===== src/rtl/multicycle_controller.sv =====
// RV32I multicycle sequencer: Moore FSM (3-5 states/instr), combinational controls, no backpressure.
// Optional RV_MC_BNE_EN adds bne; without it every branch behaves as beq.
module multicycle_controller (
  input  logic       clk,
  input  logic       reset,
  input  logic [6:0] op,
  input  logic [2:0] funct3,
  input  logic       funct7b5,
  input  logic       zero,
  output logic       pcwrite,
  output logic       adrsrc,
  output logic       memwrite,
  output logic       irwrite,
  output logic [1:0] resultsrc,
  output logic [1:0] alusrca,
  output logic [1:0] alusrcb,
  output logic       regwrite,
  output logic [1:0] immsrc,
  output logic [2:0] alucontrol,
  output logic       retire,
  output logic       illegal
);

  localparam logic [6:0] OP_LW   = 7'b0000011;
  localparam logic [6:0] OP_SW   = 7'b0100011;
  localparam logic [6:0] OP_R    = 7'b0110011;
  localparam logic [6:0] OP_I    = 7'b0010011;
  localparam logic [6:0] OP_BR   = 7'b1100011;
  localparam logic [6:0] OP_JAL  = 7'b1101111;

  typedef enum logic [3:0] {
    S_FETCH    = 4'd0,
    S_DECODE   = 4'd1,
    S_MEMADR   = 4'd2,
    S_MEMREAD  = 4'd3,
    S_MEMWB    = 4'd4,
    S_MEMWRITE = 4'd5,
    S_EXECR    = 4'd6,
    S_EXECI    = 4'd7,
    S_JAL      = 4'd8,
    S_ALUWB    = 4'd9,
    S_BEQ      = 4'd10
  } state_t;

  state_t     state_q, state_d;
  logic [1:0] aluop;
  logic       pcupdate, branch, take;
  logic       irwrite_raw, memwrite_raw, regwrite_raw, retire_raw, illegal_raw;

  always_ff @(posedge clk) begin
    if (reset) state_q <= S_FETCH;
    else       state_q <= state_d;
  end

  always_comb begin
    state_d      = S_FETCH;
    aluop        = 2'b00;
    pcupdate     = 1'b0;
    branch       = 1'b0;
    adrsrc       = 1'b0;
    resultsrc    = 2'b00;
    alusrca      = 2'b00;
    alusrcb      = 2'b00;
    irwrite_raw  = 1'b0;
    memwrite_raw = 1'b0;
    regwrite_raw = 1'b0;
    retire_raw   = 1'b0;
    illegal_raw  = 1'b0;
    case (state_q)
      S_FETCH: begin
        irwrite_raw = 1'b1;
        alusrcb     = 2'b10;
        resultsrc   = 2'b10;
        pcupdate    = 1'b1;
        state_d     = S_DECODE;
      end
      S_DECODE: begin
        alusrca = 2'b01;
        alusrcb = 2'b01;
        case (op)
          OP_LW, OP_SW: state_d = S_MEMADR;
          OP_R:         state_d = S_EXECR;
          OP_I:         state_d = S_EXECI;
          OP_JAL:       state_d = S_JAL;
`ifdef RV_MC_BNE_EN
          OP_BR: begin
            if (funct3 == 3'b000 || funct3 == 3'b001) begin
              state_d = S_BEQ;
            end else begin
              illegal_raw = 1'b1;
            end
          end
`else
          OP_BR:        state_d = S_BEQ;
`endif
          default:      illegal_raw = 1'b1;
        endcase
      end
      S_MEMADR: begin
        alusrca = 2'b10;
        alusrcb = 2'b01;
        state_d = (op == OP_SW) ? S_MEMWRITE : S_MEMREAD;
      end
      S_MEMREAD: begin
        adrsrc  = 1'b1;
        state_d = S_MEMWB;
      end
      S_MEMWB: begin
        resultsrc    = 2'b01;
        regwrite_raw = 1'b1;
        retire_raw   = 1'b1;
      end
      S_MEMWRITE: begin
        adrsrc       = 1'b1;
        memwrite_raw = 1'b1;
        retire_raw   = 1'b1;
      end
      S_EXECR: begin
        alusrca = 2'b10;
        aluop   = 2'b10;
        state_d = S_ALUWB;
      end
      S_EXECI: begin
        alusrca = 2'b10;
        alusrcb = 2'b01;
        aluop   = 2'b10;
        state_d = S_ALUWB;
      end
      S_JAL: begin
        alusrca  = 2'b01;
        alusrcb  = 2'b10;
        pcupdate = 1'b1;
        state_d  = S_ALUWB;
      end
      S_ALUWB: begin
        regwrite_raw = 1'b1;
        retire_raw   = 1'b1;
      end
      S_BEQ: begin
        alusrca    = 2'b10;
        aluop      = 2'b01;
        branch     = 1'b1;
        retire_raw = 1'b1;
      end
      default: state_d = S_FETCH;
    endcase
  end

`ifdef RV_MC_BNE_EN
  assign take = (funct3 == 3'b001) ? ~zero : zero;
`else
  assign take = zero;
`endif

  // Enables are suppressed during reset; mux selects are left untouched.
  assign pcwrite  = ~reset & (pcupdate | (branch & take));
  assign irwrite  = ~reset & irwrite_raw;
  assign memwrite = ~reset & memwrite_raw;
  assign regwrite = ~reset & regwrite_raw;
  assign retire   = ~reset & retire_raw;
  assign illegal  = ~reset & illegal_raw;

  always_comb begin
    case (op)
      OP_SW:   immsrc = 2'b01;
      OP_BR:   immsrc = 2'b10;
      OP_JAL:  immsrc = 2'b11;
      default: immsrc = 2'b00;
    endcase
  end

  always_comb begin
    alucontrol = 3'b000;
    case (aluop)
      2'b01: alucontrol = 3'b001;
      2'b10: begin
        case (funct3)
          3'b000:  alucontrol = (op[5] & funct7b5) ? 3'b001 : 3'b000;
          3'b010:  alucontrol = 3'b101;
          3'b110:  alucontrol = 3'b011;
          3'b111:  alucontrol = 3'b010;
          default: alucontrol = 3'b000;
        endcase
      end
      default: alucontrol = 3'b000;
    endcase
  end

endmodule

===== config.mk =====
export PLATFORM = sky130hd
export DESIGN_NAME = multicycle_controller
export DESIGN_NICKNAME = d
export VERILOG_FILES = /design/src/rtl/multicycle_controller.sv
export SDC_FILE = /design/constraint.sdc
export NUM_CORES = 1
export LEC_CHECK = 0
export CAP_MARGIN = 20
export CORE_MARGIN = 8
export CORE_UTILIZATION = 37
export DETAILED_ROUTE_END_ITERATION = 8
export PLACE_DENSITY_LB_ADDON = 0.3
export SYNTH_ARGS = -nofsm -noshare
export SYNTH_HDL_FRONTEND = slang
export SYNTH_SLANG_ARGS = --single-unit

===== constraint.sdc =====
create_clock -name clk -period 2.61 [get_ports clk]
set_input_delay 0.522 -clock clk [delete_from_list [all_inputs] [get_ports clk]]
set_output_delay 0.522 -clock clk [all_outputs]
set_load 0.01 [all_outputs]

* Yosys cells after proc, flatten, opt, wreduce, memory -nomap -nowiden
Index checks and enable logic that the tools add are counted.
Storage, ports and cells: input port bits 14, bits in read-only memories 0, output and inout port bits 18, RAM bits 0, latch bits 0, memories kept 0, flip-flop bits (word level) 4, logic and storage cells 65
Cells by class: shifts and indexed selects 0, div/mod/pow operators 0, add/subtract/negate cells 0, mux-type cells 20, equal/unequal tests 21, reductions and logical operators 13, order comparisons 0, $mul 0, bitwise logic cells 10
Operator list (count):
- 4-bit case mux with 5 select lines | 2
- 4-bit by 3-bit equality test with 1-bit output, second input constant | 4
- 2-bit case mux with 2 select lines | 4
- 7-bit by 6-bit equality test with 1-bit output, second input constant | 2
- 7-bit equality test, second input constant | 2
- 4-bit equality test, second input constant | 3
- 3-bit case mux with 4 select lines | 1
- 2-bit OR reduction | 6
- 1-bit 2-to-1 mux | 10
- 1-bit AND | 8
- 4-bit by 2-bit equality test with 1-bit output, second input constant | 2
- 4-bit OR reduction | 2
- 7-bit by 2-bit equality test with 1-bit output, second input constant | 1
- 7-bit by 5-bit equality test with 1-bit output, second input constant | 1
- 3-bit equality test, second input constant | 2
- 2-bit case mux with 3 select lines | 1
- 3-bit case mux with 2 select lines | 1
- 3-bit OR reduction | 2
- 6-bit OR reduction | 1
- 4-bit by 1-bit equality test with 1-bit output, second input constant | 1
- 4-bit logical NOT | 1
- 3-bit by 2-bit equality test with 1-bit output, second input constant | 1
- 3-bit logical NOT | 1
- 3-bit 2-to-1 mux | 1
- other kinds (4) | 4

* Longest topological paths before layout
depth after elaboration 5, mapped depth 7, mapped depth without buffers 6

* Least setup slack after synthesis
OpenSTA, ideal clock, no wires.
kind register to output, start point register state_q[1], end point output alucontrol[2], arrival 1812 ps, slack 276 ps, buffers on the path 1, stages on the path, launching flop included 6, data required time 2088 ps, cells stage by stage dfxtp_1 buf_4 inv_1 nor4b_1 ha_1 nor4_1
On the way: longest elaborated chain between the ends 5, elaborated cells on any way between the ends 8, classes of those cells eq/ne: 5; mux: 2; reduce/logical: 1
Ends and longest elaborated chain:
- start, declared | RTL line 45 | state_t state_q, state_d;
- start signal, assigned | RTL line 52 | else state_q <= state_d;
- 4-bit by 3-bit equality test with 1-bit output | RTL line 69 | case (state_q)
- 2-bit OR reduction (no line)
- 2-bit case mux with 2 select lines * | RTL line 69
- 2-bit equality test or 2-bit by 1-bit equality test with 1-bit output (tied branches) | RTL line 174 | case (aluop)
- 3-bit case mux with 2 select lines * | RTL line 174
- end, declared | RTL line 19 | output logic [2:0] alucontrol,
Mark *: on every way between the ends. The rest lies on a longest branch, timed or not.

* Worst setup path in the final report
start point input op[2], end point output immsrc[0]
On the way: longest elaborated chain between the ends 2, elaborated cells on any way between the ends 4, classes of those cells eq/ne: 3; mux: 1
Ends and longest elaborated chain:
- start, declared | RTL line 6 | input logic [6:0] op,
- 7-bit equality test or 7-bit by 6-bit equality test with 1-bit output (tied branches) | RTL line 164 | case (op)
- 2-bit case mux with 3 select lines * | RTL line 164
- end, declared | RTL line 18 | output logic [1:0] immsrc,
Marked as above.

==> results.cfg <==
[min_path]
min_path_type = register to register
hold_start = state_q[3]$_SDFF_PP0_
min_path_cells = 2
whs_endpoint = state_q[2]$_SDFF_PP0_

[power]
power_density_nw_per_um2 = 244
p_leak_nw = 0.429
ir_drop_uv = 219
total_power_mw = 0.241

[sta]
hold_viol_final = 0
tightest_slew_ns = 0.421
rsz0062_at_grt = no
max-slew-margin-rel = 0.718
fmax_ghz = 0.403
period_share = 0.951
worst_clock_skew_ns = 0.0101
setup_slack_ns = 0.128
setup_viol = 0
slew_violations = 0
fin_crit_ns = 2.48

[layout]
area_growth_pct = 76.1
layout_top_registers = state_q x4
drive_gt1_frac = 0.160
design_area_um2 = 985
register_area_um2 = 80.1
top_register = state_q
fin_nets = 143
fillers = 132
largest_reg_flops = 4
layout.cells.most_common = clkdlybuf4s50_1
multi_input_area_um2 = 430
n_antenna_cell = 0
layout_common_cells = clkdlybuf4s50_1 (26), buf_4 (13), nor2_1 (11)

[critical_path]
reg2reg_to = state_q[1]$_SDFF_PP0_
r2r_setup_slack_ns = 0.93
rr_worst_depth = 5
cp-end-kind = output pin
critPathMaxFanout = 5
worstPathArrival_ns = 1.96
crit_required_ns = 2.09
crit_type = input pin to output pin
startpoint_type = input pin
r2r-start = state_q[0]$_SDFF_PP0_

[clocking]
numClockSinks = 4
htree_levels = 1
cts_buffers = 3
ctsRootBufferMaster = clkbuf_4
postCtsHoldBufs = 0
clockBufferDepth = 2
tritoncts = done
clk_pin_slew_ns = 0.05
clock_latency_ns = 0.24

[yosys]
ys_warn_count = 0
postSynthCellCount = 84
synth_nets = 100
synth.distinct_cells = 30
yosysSeqAreaShare = 0.143
synth-seq-cells = 4
synthesis.area_um2 = 559
syn_avg_cell_area_um2 = 6.66

[global_routing]
overflow = 0
grt_max_degree = 15
gr-usage-all-layers = 0.142
grt_pass1_vias = 783
grt_pass1_wl_um = 3240
antenna_found_initial = 0

[detailed_routing]
drtAntennaViolNets = 0
wirelength_um = 2020
route.vias.total = 783
first_iter_violations = 21
avgViaCountPerCell = 5.55
drc = 0
post_drt_wl_per_cell_um = 14.3
firstDrtPassIters = 4

[run]
cap_viol_max_count = 0

[placement]
place_ws_ns = -0.0394
dp_hpwl_um = 1650
place_congestion = 0.890
place_area_um2 = 961
io_buffers = 31

[floorplanning]
initial_core_util = 0.385
num_rows = 14
die_w_um = 54.9
core_um2 = 1450
die_area_um2 = 3010
io_pins = 32
die_h_um = 54.9

[status]
status = finished, final reports clean
==> synth_stat cells <==
| cell type | number | area, µm² |
|---|---|---|
| a2111oi_0 | 1 | 8.76 |
| a2111oi_1 | 1 | 10.0 |
| a2111oi_2 | 1 | 15.0 |
| a211oi_1 | 3 | 22.5 |
| a21oi_1 | 5 | 25.0 |
| a22oi_1 | 1 | 7.51 |
| a31o_2 | 1 | 8.76 |
| a31oi_1 | 3 | 18.8 |
| and3_1 | 2 | 12.5 |
| and4b_1 | 1 | 10.0 |
| buf_4 | 1 | 7.51 |
| clkbuf_1 | 5 | 18.8 |
| dfxtp_1 | 4 | 80.1 |
| ha_1 | 2 | 25.0 |
| inv_1 | 6 | 22.5 |
| nand2_1 | 4 | 15.0 |
| nand2b_1 | 3 | 18.8 |
| nand3_1 | 1 | 5.00 |
| nand3b_1 | 1 | 7.51 |
| nor2_1 | 11 | 41.3 |
| nor2b_1 | 3 | 18.8 |
| nor3_1 | 8 | 40.0 |
| nor3b_1 | 4 | 30.0 |
| nor4_1 | 2 | 12.5 |
| nor4b_1 | 1 | 8.76 |
| o21a_1 | 2 | 15.0 |
| o21ai_0 | 1 | 5.00 |
| or2_2 | 2 | 12.5 |
| or4b_1 | 1 | 10.0 |
| xnor2_1 | 3 | 26.3 |
==> power by group <==
group	switching [mW]	internal, mW
Combinational	0.0412	0.0530
Sequential	0.00116	0.0630
Clock	0.0304	0.0518
==> worst max-delay path by stage <==
stage / from / to / slack, ns
6_report: op[2] / immsrc[0] / 0.13
2_1_floorplan: state_q[1]$_SDFF_PP0_ / alucontrol[2] / 0.28
5_1_grt: state_q[1]$_SDFF_PP0_ / alucontrol[2] / 0.02
4_1_cts: state_q[1]$_SDFF_PP0_ / alucontrol[1] / 0.04
3_3_place_gp: op[5] / illegal / 0.003
3_5_place_dp: op[5] / illegal / -0.04
==> final cells by class <==
| class | count | area share |
|---|---|---|
| repair buffers | 44 | 0.416 |
| clock buffers | 3 | 0.0229 |
| inverters | 6 | 0.0229 |
| flip-flops and latches | 4 | 0.0813 |
| well taps | 16 | 0.0203 |
| multi-input cells | 68 | 0.437 |
==> per-stage QoR <==
stage | util | instances | hold WS (ns) | TNS, ns
final | 0.677 | 141 | 0.649 | 0
after floorplan | - | 84 | 0.636 | 0
after global placement | 0.661 | 138 | 0.640 | 0
after global routing | 0.677 | 141 | 0.678 | 0
after CTS | 0.674 | 141 | 0.647 | 0
after detailed placement | 0.661 | 138 | 0.639 | -0.0394
==> per-layer routing <==
| layer | up-vias | track usage | routed length, µm |
|---|---|---|---|
| li1 | 389 | - | - |
| met1 | 355 | 0.145 | 821 |
| met2 | 35 | 0.266 | 1040 |
| met3 | 4 | 0.0299 | 125 |
| met4 | 0 | 0.0656 | 27 |
| met5 | - | 0 | 0 |
==> critical path: stages <==
cell,delay (ns)
clkdlybuf4s50_1,0.48
nor3_1,0.26
o21a_1,0.16
clkdlybuf4s50_1,0.54
==> what timing repair did <==
| action | 4_1_cts | 5_1_grt |
|---|---|---|
| endpoints found under the hold margin | 0 | 0 |
| cloned | 0 | 0 |
| buffers inserted | 0 | 0 |
| gates resized for setup | 3 | 2 |
| setup endpoints to repair | 3 | 2 |
==> cell families after synthesis <==
kind of cell | Yosys count | synth area share
DFF | 4 | 0.143
adders and majority gates | 2 | 0.0447
and+or+nand+nor | 44 | 0.434
xor gates and xnor gates | 3 | 0.0470
AOI/OAI and AO/OA | 19 | 0.244
buffers and inverters | 12 | 0.0873
(Power assumes the default switching activity.)
